--- src/rtl/decode_stage.sv ---
// Registered instruction-decode stage: combinational decode into a 2-entry skid
// buffer, with halt/resume sequencing, flush, illegal detection and soft-reset pulse.
module decode_stage #(
    parameter int unsigned INSTR_W = 16,
    parameter int unsigned REG_W   = 3,
    parameter int unsigned FUNC_W  = 3
) (
    input  logic                 clk_pi,
    input  logic                 reset_pi,
    input  logic                 instr_valid_pi,
    input  logic [INSTR_W-1:0]   instr_pi,
    output logic                 instr_ready_po,
    output logic                 dec_valid_po,
    input  logic                 dec_ready_pi,
    output logic [17:0]          ctrl_po,
    output logic [FUNC_W-1:0]    alu_func_po,
    output logic [REG_W-1:0]     dest_reg_po,
    output logic [REG_W-1:0]     src_reg1_po,
    output logic [REG_W-1:0]     src_reg2_po,
    output logic [INSTR_W-5:0]   immediate_po,
    input  logic                 flush_pi,
    input  logic                 resume_pi,
    output logic                 halted_po,
    output logic                 soft_rst_po
);

    localparam int unsigned IMM_W = INSTR_W - 4;

    // RESET command immediate: 1010... starting at the immediate MSB
    function automatic logic [IMM_W-1:0] alt_pattern();
        logic [IMM_W-1:0] p;
        p = '0;
        for (int unsigned i = 0; i < IMM_W; i++) p[i] = ((IMM_W - 1 - i) % 2) == 0;
        return p;
    endfunction

    localparam logic [IMM_W-1:0] RST_IMM = alt_pattern();

    typedef struct packed {
        logic [17:0]        ctrl;
        logic [FUNC_W-1:0]  func;
        logic [REG_W-1:0]   dest;
        logic [REG_W-1:0]   src1;
        logic [REG_W-1:0]   src2;
        logic [IMM_W-1:0]   imm;
    } bundle_t;

    typedef enum logic {RUN, HALTED} state_t;

    state_t     state_q, state_d;
    bundle_t    dec;
    bundle_t    mem_q [2];
    logic [1:0] count_q, count_d;
    logic       rd_ptr_q, wr_ptr_q;
    logic       soft_rst_q;
    logic       push, pop;

    logic [3:0]       opcode;
    logic [REG_W-1:0] f0, f1, f2;
    logic [IMM_W-1:0] imm;

    assign opcode = instr_pi[INSTR_W-1 -: 4];
    assign f0     = instr_pi[INSTR_W-5 -: REG_W];
    assign f1     = instr_pi[INSTR_W-5-REG_W -: REG_W];
    assign f2     = instr_pi[INSTR_W-5-2*REG_W -: REG_W];
    assign imm    = instr_pi[IMM_W-1:0];

    always_comb begin
        dec      = '0;
        dec.func = instr_pi[FUNC_W-1:0];
        dec.dest = f0;
        dec.src1 = f1;
        dec.src2 = f2;
        dec.imm  = imm;
        unique case (opcode)
            4'd0:  ;
            4'd1:  dec.ctrl[0] = 1'b1;
            4'd2:  dec.ctrl[1] = 1'b1;
            4'd3:  begin
                if (instr_pi[INSTR_W-5-REG_W]) dec.ctrl[3] = 1'b1;
                else                           dec.ctrl[2] = 1'b1;
            end
            4'd4:  dec.ctrl[4] = 1'b1;
            4'd5:  dec.ctrl[5] = 1'b1;
            4'd6:  dec.ctrl[6] = 1'b1;
            4'd7:  dec.ctrl[7] = 1'b1;
            4'd8, 4'd9, 4'd10: begin
                dec.ctrl[opcode] = 1'b1;
                dec.src1 = f0;
                dec.src2 = f1;
            end
            4'd11: begin
                dec.ctrl[11] = 1'b1;
                dec.src1 = '0;
                dec.src2 = '0;
            end
            4'd12: dec.ctrl[12] = 1'b1;
            4'd15: begin
                if      (imm == IMM_W'(1)) dec.ctrl[13] = 1'b1;
                else if (imm == IMM_W'(2)) dec.ctrl[14] = 1'b1;
                else if (imm == '1)        dec.ctrl[15] = 1'b1;
                else if (imm == RST_IMM)   dec.ctrl[16] = 1'b1;
                else                       dec.ctrl[17] = 1'b1;
            end
            default: dec.ctrl[17] = 1'b1;
        endcase
    end

    assign instr_ready_po = (state_q == RUN) && (count_q < 2'd2);
    assign dec_valid_po   = (count_q != 2'd0);
    assign push           = instr_valid_pi & instr_ready_po & ~flush_pi;
    assign pop            = dec_valid_po & dec_ready_pi;

    always_comb begin
        count_d = count_q + 2'(push) - 2'(pop);
        if (flush_pi) count_d = '0;
    end

    always_ff @(posedge clk_pi) begin
        if (reset_pi) begin
            count_q    <= '0;
            rd_ptr_q   <= 1'b0;
            wr_ptr_q   <= 1'b0;
            mem_q[0]   <= '0;
            mem_q[1]   <= '0;
            soft_rst_q <= 1'b0;
        end else begin
            count_q    <= count_d;
            soft_rst_q <= pop & mem_q[rd_ptr_q].ctrl[16];
            if (push) mem_q[wr_ptr_q] <= dec;
            if (flush_pi) begin
                rd_ptr_q <= 1'b0;
                wr_ptr_q <= 1'b0;
            end else begin
                if (push) wr_ptr_q <= ~wr_ptr_q;
                if (pop)  rd_ptr_q <= ~rd_ptr_q;
            end
        end
    end

    always_ff @(posedge clk_pi) begin
        if (reset_pi) state_q <= RUN;
        else          state_q <= state_d;
    end

    // push already excludes flush, so a discarded HALT never halts the stage
    always_comb begin
        state_d = state_q;
        unique case (state_q)
            RUN:    if (push && dec.ctrl[15]) state_d = HALTED;
            HALTED: if (resume_pi)            state_d = RUN;
            default: state_d = RUN;
        endcase
    end

    assign halted_po    = (state_q == HALTED);
    assign soft_rst_po  = soft_rst_q;
    assign ctrl_po      = mem_q[rd_ptr_q].ctrl;
    assign alu_func_po  = mem_q[rd_ptr_q].func;
    assign dest_reg_po  = mem_q[rd_ptr_q].dest;
    assign src_reg1_po  = mem_q[rd_ptr_q].src1;
    assign src_reg2_po  = mem_q[rd_ptr_q].src2;
    assign immediate_po = mem_q[rd_ptr_q].imm;

endmodule

--- config.mk ---
export PLATFORM = sky130hd
export DESIGN_NAME = decode_stage
export DESIGN_NICKNAME = d
export VERILOG_FILES = /design/src/rtl/decode_stage.sv
export SDC_FILE = /design/constraint.sdc
export NUM_CORES = 1
export LEC_CHECK = 0
export ABC_CLOCK_PERIOD_IN_PS = 3400
export BUFFER_PORTS_ARGS = -buffer_cell sky130_fd_sc_hd__buf_2
export CAP_MARGIN = 15
export CORE_ASPECT_RATIO = 1.1
export CORE_MARGIN = 2
export CORE_UTILIZATION = 55
export DETAILED_ROUTE_END_ITERATION = 8
export GPL_ROUTABILITY_DRIVEN = 0
export PLACE_DENSITY = 0.87
export SLEW_MARGIN = 20
export SYNTH_ARGS = -nofsm -noshare
export SYNTH_HDL_FRONTEND = slang
export SYNTH_SLANG_ARGS = --single-unit
--- constraint.sdc ---
create_clock -name clk_pi -period 3.4 [get_ports clk_pi]
set_input_delay 0.34 -clock clk_pi [delete_from_list [all_inputs] [get_ports clk_pi]]
set_output_delay 0.34 -clock clk_pi [all_outputs]
set_load 0.01 [all_outputs]
==> results of run 1 <==
==> area by class of cell <==
| class | instances | area (um2) | share of cell area (%) |
|---|---|---|---|
| flip-flops and latches | 79 | 2300 | 54.8 |
| multi-input cells | 174 | 1250 | 29.8 |
| repair buffers | 72 | 373 | 8.87 |
| clock buffers | 11 | 131 | 3.13 |
| well taps | 82 | 103 | 2.44 |
| clock inverters | 5 | 25.0 | 0.595 |
| inverters | 4 | 15.0 | 0.357 |
==> logic make-up (layout without fill, tap and decap cells) <==
group / Yosys count / in the layout / share of synthesized area (%)
and+or+nand+nor: 119 / 119 / 18.7
DFF: 79 / 79 / 62.1
muxes: 36 / 36 / 10.9
buffers and inverters: 29 / 92 / 4.22
AOI/OAI and AO/OA: 12 / 12 / 2.23
xor gates and xnor gates: 5 / 5 / 1.18
adders and majority gates: 2 / 2 / 0.675
==> worst reg2reg max path: cells and delay by family (launching register included) <==
kind                   cells  cell delay [ns]
DFF                        1             0.35
and+or+nand+nor            5             0.83
buffers and inverters      2             0.64
==> state kept, by name, summed over array words and instances, names as in the netlist, named ones only <==
name / flops
soft_rst_po: 1
mem_q: 72
count_q: 2
wr_ptr_q: 1
halted_po: 1
rd_ptr_q: 1
==> power groups by stage <==
stage | logic (mW) | clock network, mW | registers (mW)
floorplan | 0.134 | 0 | 1.14
global placement | 0.196 | 0 | 1.14
global route | 0.220 | 0.623 | 1.12
detailed placement | 0.200 | 0 | 1.14
finish | 0.200 | 0.578 | 1.12
CTS | 0.202 | 0.581 | 1.12
==> per-layer routing <==
layer / vias up / global-route usage, % / wire length, um / share of wire (%)
met5: - / 0 / 0 / 0
met4: 0 / 9.44 / 161 / 2.2
met3: 19 / 5.62 / 440 / 6.0
met2: 102 / 34.1 / 3720 / 51
met1: 1164 / 28.0 / 2970 / 41
li1: 1140 / - / - / -
==> stage by stage <==
step                instances  cell area [um2]  hold WS (ns)  total power, mW
floorplan                 282             3710         0.416             1.27
global placement          411             4050         0.548             1.33
detailed placement        411             4050         0.547             1.34
CTS                       427             4200         0.241             1.90
global route              427             4200         0.240             1.97
finish                    427             4200         0.249             1.90
==> synthesized netlist by cell type, drive strengths merged, types with 2 or more instances <==
| cell | number |
|---|---|
| and3 | 12 |
| and2 | 13 |
| nand2 | 9 |
| buf | 17 |
| nand4 | 3 |
| mux2 | 36 |
| nor3b | 2 |
| ha | 2 |
| clkbuf | 8 |
| nor3 | 18 |
| edfxtp | 72 |
| nand3 | 4 |
| nor4 | 10 |
| or3 | 3 |
| nand2b | 4 |
| xor2 | 4 |
| nor2 | 37 |
| a22oi | 6 |
| a21oi | 2 |
| inv | 4 |
| dfxtp | 7 |
==> worst max path at each step <==
stage                     cells after the start                  start                         end  slack (ns)
after floorplan                               3   halted_po$_SDFF_PP0_  mem_q[0][12]$_SDFFCE_PN0P_        0.61
after global placement                        7               flush_pi  mem_q[1][34]$_SDFFCE_PN0P_        1.27
after detailed placement                      7               flush_pi  mem_q[1][33]$_SDFFCE_PN0P_        1.18
after CTS                                     7  count_q[1]$_SDFF_PP0_  mem_q[1][37]$_SDFFCE_PN0P_        1.22
after global routing                          7  count_q[1]$_SDFF_PP0_  mem_q[1][38]$_SDFFCE_PN0P_        1.02
final                                         7  count_q[1]$_SDFF_PP0_  mem_q[1][37]$_SDFFCE_PN0P_        1.23
==> results.toml, run 1 <==
[run_status]
outcome = "finished clean"

[power]
comb_power_share_pct = 10.6
peakVddDrop_v = 0.000368
intPower_mw = 1.44
power.share.sequential_pct = 59.0
p_sw_share_pct = 24.1
power.switching_uw = 457
clkPwrFrac_pct = 30.5
leakagePower_nw = 1.69
pwr_density_cell_nw_per_um2 = 451

[timing]
grt_setup_unrepaired = "no"
final-setup-viol-count = 0
slew_viol_final = 0
finalCriticalPeriod_ns = 2.17
skew_ns = 0.00738
slew_headroom_pct = 36.2
tightest_slew_ns = 0.958
setup_slack_ns = 1.23
hold_viol_final = 0
fin_crit_sh_pct = 63.9
fmax_mhz = 460
setup_tns_ns = 0

[worst_setup_path]
arrival_ns = 2.16
r2r_start = "count_q[1]$_SDFF_PP0_"
criticalPathCategory = "flop to flop"
crit_path_start_kind = "flop"
critical_path.cell_chain = "nor2_4 -> nand3b_4 -> nor2_2 -> nand2_1 -> buf_4 -> nand2b_1 -> buf_4"
path_buf_inv = 2
rr_endpoint = "mem_q[1][37]$_SDFFCE_PN0P_"
cpMaxStageDelayCell = "buf_4"
r2r_cells = 7
slowest_delay_ns = 0.41
crit_family = "simple AND/OR/NAND/NOR gates"
cp_common_cell = "buf_4"
required_ns = 3.39
cp-end-kind = "flop"
r2r_slack_ns = 1.23
critical_path.max_fanout = 36

[worst_hold_path]
min_path_cells = 2
hold_path_end = "count_q[0]$_SDFF_PP0_"
hold_path.class = "primary input to flop"
min_from = "flush_pi"

[finish]
final_nets = 364
syn2layout_area_growth_pct = 13.3
num_antenna_cells = 0
final_cell_mix = "edfxtp_1, buf_2, mux2_2"
fillers = 497
final_common_cell = "edfxtp_1"
postLayoutCoreUtil_pct = 64.1
drive_above_1_share_pct = 38.0

[floorplanning]
core_um2 = 6560
std_cell_rows = 31
die_w_um = 82.3
initial_utilization_pct = 56.6
die_y_um = 90.1
ios = 68
dieArea_um2 = 7420

[logic_synthesis]
syn_nets = 306
synth_cell_types = 37
yosysTopAreaCell = "edfxtp_1"
async_flop_share_pct = 0
ys_seq_elements = 79
synthFlopType = "edfxtp_1"
synth_top_area_share_pct = 58.3
syn_area_per_cell_um2 = 13.2
synthTopCellsByArea = "edfxtp_1, mux2_2, dfxtp_1"
synth_edf_count = 72
yosysSeqAreaShare_pct = 62.1
ys_warn_count = 0
syn_inst = 282
synth_area_um2 = 3710

[route]
ant_nets = 0
drc_errors = 0
drt_iter0_drc = 268
dr_total_vias = 2425
drt_pass1_iterations = 4
routed_wl_um = 7290
wl_per_cell_um = 17.1
vias_per_cell = 5.68

[clocking]
clkSlewWorstSetupHoldPaths_ns = 0.07
clk_latency_ns = 0.34
cts_tree = "built"
cts_buffers = 9
cts.path.max_buffers = 2
ctsHoldBuffers = 0
cts_sinks = 79
root_buffer = "clkbuf_8"
ctsResizeCount = 0
ctsHtreeMaxLevel = 3
cts_setup_buffers = 0

[global_routing]
antenna_found_initial = 0
overflow = 0
grt_pass1_wl_um = 12100
grt_max_degree = 37
grtUsageTotal_pct = 21.7
grt_pass1_vias = 2447

[run]
max_cap_viol_count = 0

[place]
dp_hpwl_um = 4950
place_ws_ns = 1.18
portBuffers = 67
(Power assumes the default switching activity.)
==> run 2, diff against run 1 <==
Settings changed: ABC_CLOCK_PERIOD_IN_PS 3400 to 2200.
Clock period 3.4 ns to 2.2 ns, I/O delays scaled along.
==> run 2 against run 1 <==
Against the previous run: sequential power is 54% higher; utilization up 1.4 points; count of clock-buffer cells in the layout fell by 2; cell area is 2.1% higher.
==> results.toml, run 2 (same netlist as run 1, synthesis figures left out) <==
[clocking]
ctsResizeCount = 0
clkSlewWorstSetupHoldPaths_ns = 0.08
clk_latency_ns = 0.35
cts_tree = "built"
cts.path.max_buffers = 2
ctsHoldBuffers = 0
root_buffer = "clkbuf_8"
cts_setup_buffers = 0
cts_sinks = 79
ctsHtreeMaxLevel = 3
cts_buffers = 9

[route]
routed_wl_um = 7490
drt_pass1_iterations = 5
ant_nets = 0
wl_per_cell_um = 17.4
drt_iter0_drc = 251
dr_total_vias = 2417
vias_per_cell = 5.62
drc_errors = 0

[timing]
fmax_mhz = 534
fin_crit_sh_pct = 85.1
final-setup-viol-count = 0
setup_slack_ns = 0.328
tightest_slew_ns = 0.580
setup_tns_ns = 0
grt_setup_unrepaired = "no"
slew_viol_final = 0
whs_ns = 0.119
skew_ns = 0.00665
slew_headroom_pct = 61.4
hold_viol_final = 0
finalCriticalPeriod_ns = 1.87

[worst_hold_path]
hold_path.class = "primary input to flop"
hold_path_end = "count_q[0]$_SDFF_PP0_"
min_from = "flush_pi"
min_path_cells = 2

[place]
place_ws_ns = 0.352
portBuffers = 67
dp_hpwl_um = 4900
place_area_um2 = 4080

[worst_setup_path]
r2r_cells = 9
critical_path.max_fanout = 36
r2r_start = "count_q[1]$_SDFF_PP0_"
cp-end-kind = "primary output"
required_ns = 1.98
crit_path_start_kind = "flop"
rr_endpoint = "count_q[1]$_SDFF_PP0_"
arrival_ns = 1.65
r2r_slack_ns = 0.36
criticalPathCategory = "flop to primary output"

[global_routing]
overflow = 0
grtUsageTotal_pct = 21.6
grt_pass1_vias = 2397
antenna_found_initial = 0
grt_pass1_wl_um = 11800
grt_max_degree = 37

[floorplanning]
die_w_um = 82.3
dieArea_um2 = 7420
die_y_um = 90.1
std_cell_rows = 31
ios = 68
core_um2 = 6560
initial_utilization_pct = 56.6

[finish]
final_nets = 367
final_common_cell = "edfxtp_1"
syn2layout_area_growth_pct = 15.8
multi_input_area_um2 = 1250
fillers = 469
postLayoutCoreUtil_pct = 65.5
final_cell_mix = "edfxtp_1, buf_2, mux2_2"
reg_top3 = "mem_q (72), count_q (2)"
final_area_um2 = 4290
num_antenna_cells = 0
largest_register = "mem_q"
seq_area_um2 = 2300
largest_reg_flops = 72
drive_above_1_share_pct = 39.4

[power]
pwr_density_cell_nw_per_um2 = 745
leakagePower_nw = 1.73
peakVddDrop_v = 0.000537

[run]
max_cap_viol_count = 0

[run_status]
outcome = "finished clean"
run 2: changes by cell type in the layout (fill, tap and decap cells not counted), sizes merged:
cell,delta
bufinv,+2
clkinv,-2
buf,+3
clkbuf,-2
clkinvlp,+2
run 2: layout make-up:
class	instances	area share, %
flip-flops and latches	79	53.6
multi-input cells	174	29.2
repair buffers	75	9.50
clock buffers	9	2.89
well taps	82	2.39
clock inverters	7	2.04
inverters	4	0.350
run 2: how the worst max path moves through the flow:
stage	start	end	slack [ns]	cells past startpoint
3_3_place_gp	count_q[1]$_SDFF_PP0_	count_q[1]$_SDFF_PP0_	0.47	9
4_1_cts	flop	ctrl_po[17]	0.31	3
3_5_place_dp	count_q[1]$_SDFF_PP0_	count_q[1]$_SDFF_PP0_	0.35	9
6_report	flop	alu_func_po[0]	0.33	3
2_1_floorplan	halted_po$_SDFF_PP0_	mem_q[1][12]$_SDFFCE_PN0P_	0.09	5
5_1_grt	count_q[1]$_SDFF_PP0_	count_q[1]$_SDFF_PP0_	0.20	9
run 2: through the flow:
| step | total power, mW | cells |
|---|---|---|
| floorplan | 1.96 | 282 |
| global placement | 2.07 | 414 |
| detailed placement | 2.08 | 414 |
| CTS | 3.21 | 430 |
| global route | 3.30 | 430 |
| finish | 3.20 | 430 |
run 2: power breakdown:
group          internal, mW  switching (mW)
clock network         0.629           0.525
registers              1.71          0.0215
logic                 0.125           0.193
total                  2.46           0.740
run 2: layer usage:
layer  share of wire [%]  vias to the layer above  wire, um  global-route usage (%)
li1                    -                     1148         -                       -
met1                  40                     1159      2960                    27.2
met2                  52                      100      3890                    34.7
met3                 6.7                       10       504                    5.12
met4                 1.8                        0       136                    10.1
met5                   0                        -         0                       0
run 2: critical path, cell delays in order (launching register included):
cell,delay [ns]
dfxtp_1,0.31
buf_4,0.42
mux2_2,0.42
buf_2,0.14
